--- config.mk ---
export PLATFORM = sky130hd
export DESIGN_NAME = multicycle_control_flat
export DESIGN_NICKNAME = d
export VERILOG_FILES = /design/src/rtl/multicycle_control_pkg.sv /design/src/rtl/multicycle_control_if.sv /design/src/rtl/multicycle_control_alu_decoder.sv /design/src/rtl/multicycle_control.sv /design/src/flat_wrapper.sv
export SDC_FILE = /design/constraint.sdc
export NUM_CORES = 1
export LEC_CHECK = 0
export BUFFER_PORTS_ARGS = -buffer_cell sky130_fd_sc_hd__buf_4
export CAP_MARGIN = 30
export CORE_MARGIN = 1.5
export CORE_UTILIZATION = 30
export DETAILED_ROUTE_END_ITERATION = 16
export PLACE_DENSITY_LB_ADDON = 0.2
export REMOVE_ABC_BUFFERS = 1
export SETUP_SLACK_MARGIN = 0.05
export SLEW_MARGIN = 20
export SYNTH_ARGS = -nofsm -noshare
export SYNTH_HDL_FRONTEND = slang
export SYNTH_SLANG_ARGS = --single-unit
--- constraint.sdc ---
create_clock -name clk -period 2.4 [get_ports clk]
set_input_delay 0.12 -clock clk [delete_from_list [all_inputs] [get_ports clk]]
set_output_delay 0.12 -clock clk [all_outputs]
set_load 0.03 [all_outputs]
--- src/rtl/multicycle_control_pkg.sv ---
// Shared types for the multi-cycle RV32I controller:
// FSM states, opcode values and datapath select encodings.
package mc_ctrl_pkg;

    typedef enum logic [3:0] {
        S_FETCH,
        S_DECODE,
        S_MEMADR,
        S_MEMREAD,
        S_MEMWB,
        S_MEMWRITE,
        S_EXECR,
        S_EXECI,
        S_ALUWB,
        S_BRANCH,
        S_ILLEGAL
    } state_t;

    localparam logic [6:0] OP_LOAD   = 7'b0000011;
    localparam logic [6:0] OP_STORE  = 7'b0100011;
    localparam logic [6:0] OP_RTYPE  = 7'b0110011;
    localparam logic [6:0] OP_IALU   = 7'b0010011;
    localparam logic [6:0] OP_BRANCH = 7'b1100011;

    localparam logic [2:0] ALU_ADD = 3'b000;
    localparam logic [2:0] ALU_SUB = 3'b001;
    localparam logic [2:0] ALU_AND = 3'b010;
    localparam logic [2:0] ALU_OR  = 3'b011;
    localparam logic [2:0] ALU_SLT = 3'b101;

    localparam logic [1:0] IMM_I = 2'b00;
    localparam logic [1:0] IMM_S = 2'b01;
    localparam logic [1:0] IMM_B = 2'b10;

    localparam logic [1:0] SRCA_PC    = 2'b00;
    localparam logic [1:0] SRCA_OLDPC = 2'b01;
    localparam logic [1:0] SRCA_RS1   = 2'b10;

    localparam logic [1:0] SRCB_RS2  = 2'b00;
    localparam logic [1:0] SRCB_IMM  = 2'b01;
    localparam logic [1:0] SRCB_FOUR = 2'b10;

    localparam logic [1:0] RES_ALUOUT = 2'b00;
    localparam logic [1:0] RES_DATA   = 2'b01;
    localparam logic [1:0] RES_ALU    = 2'b10;

    typedef enum logic [2:0] {
        CLS_NONE,
        CLS_LOAD,
        CLS_STORE,
        CLS_RTYPE,
        CLS_IALU,
        CLS_BRANCH
    } op_class_t;

    function automatic op_class_t op_class(input logic [6:0] op);
        case (op)
            OP_LOAD:   return CLS_LOAD;
            OP_STORE:  return CLS_STORE;
            OP_RTYPE:  return CLS_RTYPE;
            OP_IALU:   return CLS_IALU;
            OP_BRANCH: return CLS_BRANCH;
            default:   return CLS_NONE;
        endcase
    endfunction

endpackage

--- src/rtl/multicycle_control_if.sv ---
// Controller <-> datapath/memory bundle: IR fields and status in,
// strobes and mux selects out.
interface multicycle_control_if;

    logic [6:0] opcode;
    logic [2:0] funct3;
    logic       funct7_5;
    logic       zero;
    logic       mem_ready;

    logic       pc_write;
    logic       ir_write;
    logic       reg_write;
    logic       mem_read;
    logic       mem_write;
    logic       adr_src;
    logic [1:0] alu_src_a;
    logic [1:0] alu_src_b;
    logic [2:0] alu_ctrl;
    logic [1:0] result_src;
    logic [1:0] imm_src;
    logic       illegal_instr;

    modport master (
        input  opcode, funct3, funct7_5, zero, mem_ready,
        output pc_write, ir_write, reg_write, mem_read, mem_write,
        output adr_src, alu_src_a, alu_src_b, alu_ctrl,
        output result_src, imm_src, illegal_instr
    );

    modport slave (
        output opcode, funct3, funct7_5, zero, mem_ready,
        input  pc_write, ir_write, reg_write, mem_read, mem_write,
        input  adr_src, alu_src_a, alu_src_b, alu_ctrl,
        input  result_src, imm_src, illegal_instr
    );

endinterface

--- src/rtl/multicycle_control_alu_decoder.sv ---
// Maps opcode class + funct fields to an ALU op and a legality flag
// used by DECODE to divert unsupported encodings.
module alu_decoder
    import mc_ctrl_pkg::*;
(
    input  op_class_t  i_class,
    input  logic [2:0] i_funct3,
    input  logic       i_funct7_5,
    output logic [2:0] o_alu_ctrl,
    output logic       o_legal
);

    logic w_rtype;
    logic w_alt;

    assign w_rtype = (i_class == CLS_RTYPE);
    // funct7_5 only means something for R-type; it picks sub on 000
    assign w_alt   = w_rtype & i_funct7_5;

    always_comb begin
        o_alu_ctrl = ALU_ADD;
        o_legal    = 1'b0;
        case (i_class)
            CLS_LOAD, CLS_STORE: begin
                o_legal = (i_funct3 == 3'b010);
            end
            CLS_BRANCH: begin
                o_alu_ctrl = ALU_SUB;
                o_legal    = (i_funct3 == 3'b000) | (i_funct3 == 3'b001);
            end
            CLS_RTYPE, CLS_IALU: begin
                case (i_funct3)
                    3'b000: begin
                        o_alu_ctrl = w_alt ? ALU_SUB : ALU_ADD;
                        o_legal    = 1'b1;
                    end
                    3'b111: begin
                        o_alu_ctrl = ALU_AND;
                        o_legal    = ~w_alt;
                    end
                    3'b110: begin
                        o_alu_ctrl = ALU_OR;
                        o_legal    = ~w_alt;
                    end
                    3'b010: begin
                        o_alu_ctrl = ALU_SLT;
                        o_legal    = ~w_alt;
                    end
                    default: o_legal = 1'b0;
                endcase
            end
            default: o_legal = 1'b0;
        endcase
    end

endmodule

--- src/rtl/multicycle_control.sv ---
// Moore controller for the multi-cycle RV32I core: walks each
// instruction through fetch/decode/execute/memory/writeback.
module multicycle_control
    import mc_ctrl_pkg::*;
(
    input  logic                  clk,
    input  logic                  rst,
    multicycle_control_if.master  bus
);

    state_t     r_state;
    state_t     w_next;
    logic       r_illegal;
    op_class_t  w_class;
    logic [2:0] w_alu_ctrl;
    logic       w_legal;
    logic       w_taken;

    assign w_class = op_class(bus.opcode);

    alu_decoder u_alu_dec (
        .i_class    (w_class),
        .i_funct3   (bus.funct3),
        .i_funct7_5 (bus.funct7_5),
        .o_alu_ctrl (w_alu_ctrl),
        .o_legal    (w_legal)
    );

    assign w_taken = ((bus.funct3 == 3'b000) &  bus.zero) |
                     ((bus.funct3 == 3'b001) & ~bus.zero);

    always_ff @(posedge clk) begin
        if (rst) begin
            r_state   <= S_FETCH;
            r_illegal <= 1'b0;
        end else begin
            r_state <= w_next;
            if (r_state == S_ILLEGAL) r_illegal <= 1'b1;
        end
    end

    always_comb begin
        w_next            = r_state;
        bus.pc_write      = 1'b0;
        bus.ir_write      = 1'b0;
        bus.reg_write     = 1'b0;
        bus.mem_read      = 1'b0;
        bus.mem_write     = 1'b0;
        bus.adr_src       = 1'b0;
        bus.alu_src_a     = SRCA_PC;
        bus.alu_src_b     = SRCB_RS2;
        bus.alu_ctrl      = ALU_ADD;
        bus.result_src    = RES_ALUOUT;
        bus.imm_src       = IMM_I;
        bus.illegal_instr = r_illegal;
        case (r_state)
            S_FETCH: begin
                bus.mem_read   = 1'b1;
                bus.alu_src_b  = SRCB_FOUR;
                bus.result_src = RES_ALU;
                if (bus.mem_ready) begin
                    bus.ir_write = 1'b1;
                    bus.pc_write = 1'b1;
                    w_next       = S_DECODE;
                end
            end
            S_DECODE: begin
                // branch target is precomputed into ALUOut here
                bus.alu_src_a = SRCA_OLDPC;
                bus.alu_src_b = SRCB_IMM;
                bus.imm_src   = IMM_B;
                if (!w_legal) begin
                    w_next = S_ILLEGAL;
                end else begin
                    case (w_class)
                        CLS_LOAD,
                        CLS_STORE:  w_next = S_MEMADR;
                        CLS_RTYPE:  w_next = S_EXECR;
                        CLS_IALU:   w_next = S_EXECI;
                        CLS_BRANCH: w_next = S_BRANCH;
                        default:    w_next = S_ILLEGAL;
                    endcase
                end
            end
            S_MEMADR: begin
                bus.alu_src_a = SRCA_RS1;
                bus.alu_src_b = SRCB_IMM;
                if (w_class == CLS_STORE) begin
                    bus.imm_src = IMM_S;
                    w_next      = S_MEMWRITE;
                end else begin
                    w_next = S_MEMREAD;
                end
            end
            S_MEMREAD: begin
                bus.mem_read = 1'b1;
                bus.adr_src  = 1'b1;
                if (bus.mem_ready) w_next = S_MEMWB;
            end
            S_MEMWB: begin
                bus.result_src = RES_DATA;
                bus.reg_write  = 1'b1;
                w_next         = S_FETCH;
            end
            S_MEMWRITE: begin
                bus.mem_write = 1'b1;
                bus.adr_src   = 1'b1;
                if (bus.mem_ready) w_next = S_FETCH;
            end
            S_EXECR: begin
                bus.alu_src_a = SRCA_RS1;
                bus.alu_src_b = SRCB_RS2;
                bus.alu_ctrl  = w_alu_ctrl;
                w_next        = S_ALUWB;
            end
            S_EXECI: begin
                bus.alu_src_a = SRCA_RS1;
                bus.alu_src_b = SRCB_IMM;
                bus.alu_ctrl  = w_alu_ctrl;
                w_next        = S_ALUWB;
            end
            S_ALUWB: begin
                bus.reg_write = 1'b1;
                w_next        = S_FETCH;
            end
            S_BRANCH: begin
                bus.alu_src_a = SRCA_RS1;
                bus.alu_src_b = SRCB_RS2;
                bus.alu_ctrl  = ALU_SUB;
                bus.pc_write  = w_taken;
                w_next        = S_FETCH;
            end
            S_ILLEGAL: begin
                bus.illegal_instr = 1'b1;
                w_next            = S_FETCH;
            end
            default: w_next = S_FETCH;
        endcase
        // reset silences every strobe in the same cycle it is applied
        if (rst) begin
            w_next            = S_FETCH;
            bus.pc_write      = 1'b0;
            bus.ir_write      = 1'b0;
            bus.reg_write     = 1'b0;
            bus.mem_read      = 1'b0;
            bus.mem_write     = 1'b0;
            bus.adr_src       = 1'b0;
            bus.alu_src_a     = 2'b00;
            bus.alu_src_b     = 2'b00;
            bus.alu_ctrl      = 3'b000;
            bus.result_src    = 2'b00;
            bus.imm_src       = 2'b00;
            bus.illegal_instr = 1'b0;
        end
    end

endmodule

--- src/flat_wrapper.sv ---
// flat-port wrapper written by rule: the top's interface ports become plain ports
module multicycle_control_flat import mc_ctrl_pkg::*;
  (clk, rst, bus_opcode, bus_funct3, bus_funct7_5, bus_zero, bus_mem_ready, bus_pc_write, bus_ir_write, bus_reg_write, bus_mem_read, bus_mem_write, bus_adr_src, bus_alu_src_a, bus_alu_src_b, bus_alu_ctrl, bus_result_src, bus_imm_src, bus_illegal_instr);
  multicycle_control_if bus_i ();
  input  logic clk;
  input  logic rst;
  input wire logic [$bits(bus_i.opcode)-1:0] bus_opcode;
  input wire logic [$bits(bus_i.funct3)-1:0] bus_funct3;
  input wire logic [$bits(bus_i.funct7_5)-1:0] bus_funct7_5;
  input wire logic [$bits(bus_i.zero)-1:0] bus_zero;
  input wire logic [$bits(bus_i.mem_ready)-1:0] bus_mem_ready;
  output wire logic [$bits(bus_i.pc_write)-1:0] bus_pc_write;
  output wire logic [$bits(bus_i.ir_write)-1:0] bus_ir_write;
  output wire logic [$bits(bus_i.reg_write)-1:0] bus_reg_write;
  output wire logic [$bits(bus_i.mem_read)-1:0] bus_mem_read;
  output wire logic [$bits(bus_i.mem_write)-1:0] bus_mem_write;
  output wire logic [$bits(bus_i.adr_src)-1:0] bus_adr_src;
  output wire logic [$bits(bus_i.alu_src_a)-1:0] bus_alu_src_a;
  output wire logic [$bits(bus_i.alu_src_b)-1:0] bus_alu_src_b;
  output wire logic [$bits(bus_i.alu_ctrl)-1:0] bus_alu_ctrl;
  output wire logic [$bits(bus_i.result_src)-1:0] bus_result_src;
  output wire logic [$bits(bus_i.imm_src)-1:0] bus_imm_src;
  output wire logic [$bits(bus_i.illegal_instr)-1:0] bus_illegal_instr;
  assign bus_i.opcode = bus_opcode;
  assign bus_i.funct3 = bus_funct3;
  assign bus_i.funct7_5 = bus_funct7_5;
  assign bus_i.zero = bus_zero;
  assign bus_i.mem_ready = bus_mem_ready;
  assign bus_pc_write = bus_i.pc_write;
  assign bus_ir_write = bus_i.ir_write;
  assign bus_reg_write = bus_i.reg_write;
  assign bus_mem_read = bus_i.mem_read;
  assign bus_mem_write = bus_i.mem_write;
  assign bus_adr_src = bus_i.adr_src;
  assign bus_alu_src_a = bus_i.alu_src_a;
  assign bus_alu_src_b = bus_i.alu_src_b;
  assign bus_alu_ctrl = bus_i.alu_ctrl;
  assign bus_result_src = bus_i.result_src;
  assign bus_imm_src = bus_i.imm_src;
  assign bus_illegal_instr = bus_i.illegal_instr;
  multicycle_control u_core (.clk(clk), .rst(rst), .bus(bus_i));
endmodule
# After elaboration in Yosys (flattened, before gate mapping)
# Index checks and enable logic that the tools add are counted.
# W data, S select, Z words.
# classes
eq_ne,27
n_mux,39
n_bitwise,7
n_reduce_logical,12
# op_table
operator,count
$pmux W4 S6,1
$eq A4 B3 Y1 const B,4
$mux W1,16
$mux W4,4
$pmux W2 S2,4
$pmux W4 S4,1
$pmux W3 S5,1
$eq A7 B6 Y1 const B,2
$eq A3 B3 Y1 const B,4
$eq A4 B4 Y1 const B,3
$pmux W3 S2,2
$pmux W3 S4,1
$reduce_or A2 Y1,6
$eq A3 B2 Y1 const B,3
$eq A4 B2 Y1 const B,2
$mux W2,4
$eq A7 B2 Y1 const B,1
$eq A7 B5 Y1 const B,1
$eq A7 B7 Y1 const B,1
$eq A3 B1 Y1 const B,2
$mux W3,2
$ne A2 B2 Y1 const B,3
$reduce_or A3 Y1,2
$eq A4 B1 Y1 const B,1
other kinds (9),14
# totals
ff_bits,5
output_inout_bits,18

# Longest topological paths before layout
# Gate-level depths: netlist of run 1.
# depth
word_depth,9
depth_mapped,5

# Hierarchy
# A second synthesis of run 1 with hierarchy kept.
# unflattened
cells_unflattened,114
area_unflattened_um2,787.0
# modules_own_cells
mod,instances,cells_per_inst,area_each_um2,seq_area_each_um2
multicycle_control,1,92,643.1,100.1
alu_decoder,1,22,143.9,0.0

# Worst setup path after synthesis of run 1
# No wires, ideal clock.
# synth_path
path_type,register to output
startpoint,reg u_core.r_state[2]
endpoint,out bus_result_src[0]
arrival_ns,1.666
slack_ns,0.614
path_stages_with_launch,4
n_path_buf,1
path_cell_list,dfxtp_1 clkbuf_1 nand2b_1 nor4_1
# synth_between
elab_chain_len,3
elab_cells_between_ends,4
cone_classes,eq/ne: 1; mux: 2; reduce/logical: 1
# synth_lines
element,line_no,rtl
start: declaration,multicycle_control.sv:11,state_t r_state;
start signal: assignment,multicycle_control.sv:37,r_state <= w_next;
$eq A4 B3 Y1 or $logic_not A4 Y1 (tied branches),multicycle_control.sv:56,case (r_state)
$pmux W2 S2 *,multicycle_control.sv:56,
$mux W2 *,multicycle_control.sv:140,if (rst) begin
end: declaration,flat_wrapper.sv:21,output wire logic [$bits(bus_i.result_src)-1:0] bus_result_src;
# Mark *: on every way between the ends. The rest lies on a longest branch, timed or not.

# Worst setup path after layout of run 1
# layout_path
startpoint,reg u_core.r_state[0]
endpoint,out bus_alu_src_a[0]
# layout_between
elab_chain_len,4
elab_cells_between_ends,8
cone_classes,eq/ne: 5; mux: 2; reduce/logical: 1
# layout_lines
element,line_no,rtl
"$eq A4 B4 Y1, or another cell as far along",multicycle_control.sv:56,
$reduce_or A4 Y1 (no source line),--,
$pmux W2 S2 *,multicycle_control.sv:56,
$mux W2 *,multicycle_control.sv:140,
end: declaration,flat_wrapper.sv:18,output wire logic [$bits(bus_i.alu_src_a)-1:0] bus_alu_src_a;
# Marks and branches as above.

==> results of run 1 <==
==> worst max-delay path, delay by kind of cell, from the launching register on <==
family	cells	cell delay, ns
buf+inv	2	0.23
flops	1	0.62
simple gates	3	0.70
==> flip-flops by register name, indices dropped and copies added, names as in the netlist <==
register          flops
u_core.r_illegal      1
u_core.r_state        4
==> power by group <==
part           switching [mW]  total, mW  internal [mW]
logic                  0.0878      0.159         0.0716
clock network          0.0313     0.0940         0.0626
registers              0.0188      0.108         0.0887
total                   0.138      0.361          0.223
==> path summary, 6_finish.rpt <==
| path | start | to | slack, ns | cells past startpoint |
|---|---|---|---|---|
| max reg2reg | u_core.r_state[0] | u_core.r_state[0] | 0.67 | 4 |
| max | u_core.r_state[0] | bus_alu_src_a[0] | 0.49 | 5 |
| min reg2reg | u_core.r_illegal | u_core.r_illegal | 0.50 | 2 |
| min | rst | u_core.r_illegal | 0.17 | 2 |
==> Yosys cell counts (2+ instances only) <==
library cell / n
a211oi_1: 3
xnor2_1: 2
nor4_1: 4
o21ai_0: 3
nand3b_1: 2
nand2b_1: 5
dfxtp_1: 5
and3_1: 2
nor2_1: 11
and2_1: 2
inv_1: 4
nand2_1: 2
nor2b_1: 2
nor3_1: 5
nor4b_1: 2
clkbuf_1: 5
a31oi_1: 3
a21oi_1: 4
==> routing by layer <==
metal | vias to the layer above | share of wire | GRT usage
li1 | 400 | - | -
met1 | 361 | 0.45 | 0.1748
met3 | 0 | 0.057 | 0.02761
met5 | - | 0 | 0
met2 | 28 | 0.49 | 0.2703
met4 | 0 | 0 | 0
==> kinds of logic after synthesis <==
family	synth area share
xor gates and xnor gates	0.04126
AOI/OAI and AO/OA	0.2869
and+or+nand+nor	0.4558
DFF	0.1572
buffers and inverters	0.05893
==> cell usage in the layout, fill, tap and decap left out, types with 3 or more instances in the layout <==
cell / n
inv_1: 4
buf_4: 32
nor3_1: 5
a211oi_1: 3
dfxtp_1: 5
nor2_1: 11
nor4_1: 4
clkbuf_4: 3
a31oi_1: 3
o21ai_0: 3
a21oi_1: 4
nand2b_1: 5
==> area by class of cell <==
cell class              count  area [sq um]
fillers                   208          1064
inverters                   5         18.77
clock buffers               4         26.28
well taps                  27         33.78
repair buffers             32         240.2
flip-flops and latches      5         100.1
multi-input cells          74         499.2
==> metrics, run 1 <==
Skew-Pair Late Insertion Delay 0.24 ns; Die Span Y 49.08 um; P&R area growth vs syn 44.20%; flops & latches, synth 5; placed cell count 143; CTS Sinks 5; root buf cell clkbuf_4; Antenna Cells 0; drt first-iter violations 9; number of global-route vias before repair 687; Power Density 393.1 nW/um^2; hold-fix buffers at CTS 0; final setup margin 0.4891 ns; Tcrit/Tclk final 0.7962; Die Span X 49.08 um; slowest stage delay, CP slightly above 0.6 ns; Peak VDD IR roughly 0.00035 V; fin util 0.4634; # port buffers 32; DR pass1 iterations 4; Initial Util 0.3213; worst path required time 2.28 ns; DRC 0; predominant post-synthesis flop cell dfxtp_1; first-pass GRT wire length around 2.8 mm; CTS resizes 0; Overall Global Routing Usage 0.1429; Post-DRT Antenna Nets 0; CP Capture Type output pin; DR WL/cell 12.28 um; Worst Skew 0.0004692 ns; CP max-delay cell dfxtp_1; Synth top area share 0.1572; Rows 16; Max H-tree Level 1; Worst slew margin 0.6473; layout cell share with drive strength beyond 1 0.3333; Hold WS 0.1709 ns; Critical Path Fanout Max 13; status finished clean; half-perimeter wire length after placement about 1.4 mm; setup tns final 0 ns; final wirelength roughly 1.8 mm; worst min path class primary input to flip-flop; CTS clk-pin slew, worst paths 0.04 ns; worst-path cell chain nand2b_4, or2_4, or3_4, inv_2, buf_4; asr flop ratio synth 0; final period demand of the worst path approximately 1.9 ns; # setup viols final 0; Max Root-Sink Buffers 2; core area 1982 sq um; Synth Area per Inst 7.156 sq um; vias 789; Worst Tran Pin Value 0.5217 ns; max_cap viols 0; synth unique cells 41; nets@finish 136; dominant cell type by area after synthesis dfxtp_1; final hold violations 0; Placed Area 892.1 sq um; Synth Cell Area 636.9 sq um; post-layout power between 300 and 400 uW; synth top area cells dfxtp_1, nor2_1, nand2b_1; Yosys warning count 0; worst setup path category flip-flop to output pin; Placement Setup Slack 0.6771 ns; worst path arrival time between 1.5 and 2 ns; finished layout cell area 918.4 sq um; leakage power 0.4052 nW; Post-CTS Setup Bufs 0; total grt overflow 0; RSZ-0062 raised after global routing false; CTS Buf Count 3; sequential-to-total area share from yosys stat 0.1572; Post-Synthesis Cells slightly below 90; routability cong. 0.8820; FMAX 523.3 MHz; initial antenna violation count 0; # IOs 33; die footprint 2408 sq um; largest net degree at the start of global routing 16; Post-synth EDFFs 0; Avg Vias per Cell 5.367; Startpoint Class flip-flop; CTS tree built; Max Slew Vio Count 0; Non-Filler Instances roughly 150
(Power assumes the default switching activity.)
==> run 2: changes to the inputs <==
clock period = 1.9 ns   (was 2.4 ns; I/O delays follow)
==> run 2 against run 1 <==
Compared with the run above: non-clock buffer count rose by 3; global-route usage rose by 0.57 points; hold slack got worse by 0.037 ns; first-iteration DRC count rose by 110%; largest cell class unchanged; largest power group unchanged.
==> metrics, run 2 (synthesized netlist as in run 1, its figures left out) <==
Startpoint Class flip-flop; worst path arrival time 1.60 ns; P&R area growth vs syn 48.13%; Power Density 499.3 nW/um^2; Critical Path Fanout Max 11; met1 WL 907 um; layout cell share with drive strength beyond 1 0.3659; Top Registers u_core.r_state x4, u_core.r_illegal x1; Worst slew margin 0.5584; Internal 284.4 uW; final wirelength 1.863 mm; largest net degree at the start of global routing 16; Max Root-Sink Buffers 2; first-pass GRT wire length 2.946 mm; Antenna Cells 0; # port buffers 32; Worst Tran Pin Value about 0.65 ns; status finished clean; Crit. Startpoint u_core.r_state[2]; Worst Skew ~0.0023 ns; Met3 Wirelength 69 um; Routed met2 length around 870 um; Clock Power Share 0.267; worst min path class primary input to flip-flop; Initial Util 0.3213; hold_sp rst; # IOs 33; placed cell count 146; Peak VDD IR 0.0003560 V; Post-CTS Setup Bufs 0; leakage power 0.4230 nW; routability cong. 0.8702; setup tns final 0 ns; RSZ-0062 raised after global routing false; fin util 0.4760; Avg Vias per Cell 5.280; CTS clk-pin slew, worst paths 0.05 ns; DR pass1 iterations 4; # setup viols final 0; total grt overflow 0; Largest register FFs 4; Rows 16; drt first-iter violations 19; Max H-tree Level 1; Post-DRT Antenna Nets 0; nets@finish around 140; P_sw between 150 and 200 uW; max_cap viols 0; die footprint approximately 2400 sq um; Hold WS 0.1337 ns; DR WL/cell 12.42 um; finished layout cell area 943.4 sq um; worst path required time 1.80 ns; Non-Filler Instances 150; CTS Sinks 5; Placed Area slightly above 900 sq um; combinational share of power 0.469; worst setup path category flip-flop to output pin; initial antenna violation count 0; Skew-Pair Late Insertion Delay 0.24 ns; number of global-route vias before repair 668; CTS tree built; Sw Share 0.3961; Overall Global Routing Usage 0.1486; core area roughly 2000 sq um; final setup margin approximately 0.20 ns; Reg with most FFs u_core.r_state; Max Slew Vio Count 0; commonest non-fill, non-tap cell in the layout buf_4; CP Capture Type output pin; DRC 0; half-perimeter wire length after placement roughly 1.5 mm; FMAX 589.3 MHz; root buf cell clkbuf_4; post-layout power 471.0 uW; final period demand of the worst path 1.697 ns; Top Metal Used met4; Worst R2R Start u_core.r_state[3]; sequential power share 0.264; final hold violations 0; Die Span X 49.08 um; most frequent cells in the layout buf_4, nor2_1, nand2b_1, nor3_1; CTS Buf Count 3; vias 792; Placement Setup Slack 0.3950 ns; Tcrit/Tclk final 0.8932; Die Span Y 49.08 um
run 2: cell count changes in the layout (fill, tap and decap cells not counted), sizes merged:
cell,delta
clkinv,+1
buf,+3
clkbuf,-1
run 2: final cells by class:
class | instances | area [sq um]
fillers | 208 | 1039
multi-input cells | 74 | 499.2
repair buffers | 35 | 262.8
flip-flops and latches | 5 | 101.3
well taps | 27 | 33.78
clock buffers | 3 | 22.52
inverters | 5 | 18.77
clock inverters | 1 | 5.005
run 2: worst max-delay path, stage by stage (launching register included):
cell,delay (ns)
dfxtp_1,0.53
nand2_1,0.16
nor3_1,0.18
nand3_1,0.13
nor3_1,0.16
buf_4,0.19
run 2: worst paths after layout:
kind,to,depth (start not counted),slack [ns]
worst max-delay path,bus_alu_ctrl[2],5,0.20
worst min-delay path,u_core.r_illegal,2,0.13
worst max register to register,u_core.r_state[0],4,0.47
worst min register to register,u_core.r_illegal,2,0.49
run 2: routing by layer:
| layer | track usage | up-vias |
|---|---|---|
| li1 | - | 405 |
| met1 | 0.1857 | 357 |
| met2 | 0.2590 | 28 |
| met3 | 0.03374 | 2 |
| met4 | 0.02857 | 0 |
| met5 | 0 | - |
run 2: repair_timing:
| item | CTS | global route |
|---|---|---|
| hold buffers | 0 | 0 |
| resized for setup | 0 | 1 |
| setup endpoints to repair | 0 | 2 |
run 2: power by group through the flow:
stage	registers (mW)	logic [mW]	clock network (mW)
floorplan	0.131	0.123	0
global placement	0.125	0.218	0
detailed placement	0.125	0.221	0
CTS	0.123	0.221	0.133
global route	0.125	0.237	0.140
finish	0.124	0.221	0.126
==> run 3: changes to the inputs <==
CORE_UTILIZATION = 43   (was 30)
==> run 3 against run 2 <==
Compared with the run above: sequential share of layout area increased by 0.19 points; core utilization rose by 22 points; fmax grew 1.7%; clock power is 6% lower; clock-buffer cell count grew 1; cell area fell by 1.7%; first-iteration DRC count grew 68%; power fell by 1.9%; sequential cell count unchanged; register-to-register slack worse by 0.02 ns; critical path depth is 1 lower; final cell count down 8.0%.
==> metrics, run 3 (synthesized netlist as in run 1, its figures left out) <==
status finished clean; number of global-route vias before repair roughly 660; vias 806; Max Slew Vio Count 0; # IOs 33; half-perimeter wire length after placement 1.360 mm; RSZ-0062 raised after global routing false; FF+latch area 101.3 sq um; routability cong. 0.9109; largest net degree at the start of global routing 16; hold-fix buffers at CTS 0; layout cell share with drive strength beyond 1 0.3577; CP Capture Type output pin; DR WL/cell about 13 um; initial antenna violation count 0; leakage power 0.4203 nW; DRC 0; Multi-input gate area around 500 sq um; Startpoint Class flip-flop; nets@finish 139; root buf cell clkbuf_4; Rows 13; first-pass GRT wire length 2.911 mm; # setup viols final 0; CTS Sinks 5; commonest non-fill, non-tap cell in the layout buf_4; Worst Skew 0.002485 ns; finished layout cell area between 900 and 1000 sq um; post-layout power 461.9 uW; Max Root-Sink Buffers 2; Die Span X 41.49 um; worst path arrival time 1.57 ns; die footprint 1721 sq um; CTS Buf Count 3; final wirelength 1.763 mm; worst path required time 1.80 ns; placed cell count between 100 and 150; Skew-Pair Late Insertion Delay approximately 0.24 ns; Critical Path Fanout Max 11; Largest register FFs 4; Avg Vias per Cell just under 6; Tcrit/Tclk final 0.8786; Post-CTS Setup Bufs 0; Hold WS ~0.14 ns; Max H-tree Level 1; Peak VDD IR 0.0004310 V; Power Density 498.2 nW/um^2; Reg with most FFs u_core.r_state; Non-Filler Instances 138; Filler cells 118; total grt overflow 0; Initial Util 0.4775; CTS tree built; most frequent cells in the layout buf_4, nor2_1, nand2b_1, nor3_1; worst min path class primary input to flip-flop; CTS clk-pin slew, worst paths around 0.04 ns; Top Registers u_core.r_state x4, u_core.r_illegal x1; Post-DRT Antenna Nets 0; FMAX 599.0 MHz; DR pass1 iterations 4; Worst slew margin 0.5742; Die Span Y 41.49 um; Antenna Cells 0; Worst Tran Pin Value 0.6298 ns; core area 1334 sq um; setup tns final 0 ns; worst setup path category flip-flop to output pin; drt first-iter violations 32; # port buffers 32; final hold violations 0; max_cap viols 0; Overall Global Routing Usage 0.2063; final period demand of the worst path 1.669 ns; P&R area growth vs syn 45.58%; Placed Area 899.6 sq um
-- run 3: cell count changes in the layout (fill, tap and decap cells not counted) --
cell,delta
clkbuf_1,+1
clkinv_2,-1
-- run 3: area by class of cell --
type | instances | area share
clock buffer | 4 | 0.02834
inverter | 5 | 0.02024
multi-input combinational | 74 | 0.5385
sequential | 5 | 0.1093
tap | 15 | 0.02024
timing repair buffer | 35 | 0.2834
-- run 3: stage by stage --
stage / utilization / setup WS (ns)
final: 0.6951 / 0.2306
after global routing: 0.6951 / 0.09128
after CTS: 0.6942 / 0.1701
after detailed placement: 0.6745 / 0.4189
after global placement: 0.6745 / 0.4236
after floorplan: - / 0.2634
-- run 3: report_power, final --
| group | switching, mW | total [mW] | internal [mW] | leakage, nW |
|---|---|---|---|---|
| Combinational | 0.124 | 0.220 | 0.0956 | 0.364 |
| Clock | 0.0386 | 0.118 | 0.0791 | 0.0150 |
| Sequential | 0.0116 | 0.124 | 0.113 | 0.0412 |
-- run 3: final timing paths --
kind	start	end	slack (ns)	depth (start not counted)
worst min register to register	u_core.r_illegal	u_core.r_illegal	0.49	2
worst max-delay path	u_core.r_state[2]	bus_mem_read	0.23	4
worst min-delay path	rst	u_core.r_illegal	0.14	2
worst max register to register	u_core.r_state[3]	u_core.r_state[0]	0.45	4
-- run 3: critical path: stages (launching register included) --
cell and delay, ns:
dfxtp_1 0.41, nor3_1 0.42, and2_1 0.21, o21bai_1 0.12, buf_4 0.18
-- run 3: what timing repair did --
item	CTS	global route
resized for setup	0	1
endpoints found under the hold margin	0	0
endpoints found under the setup margin	0	3
-- run 3: routing by layer --
metal,part of all wire,track usage,routed length (um),up-vias
met5,0,0,0,-
met4,0,0.07742,0,0
met3,0.049,0.03478,86,0
met2,0.48,0.3094,853,23
met1,0.47,0.2921,823,375
li1,-,-,-,408
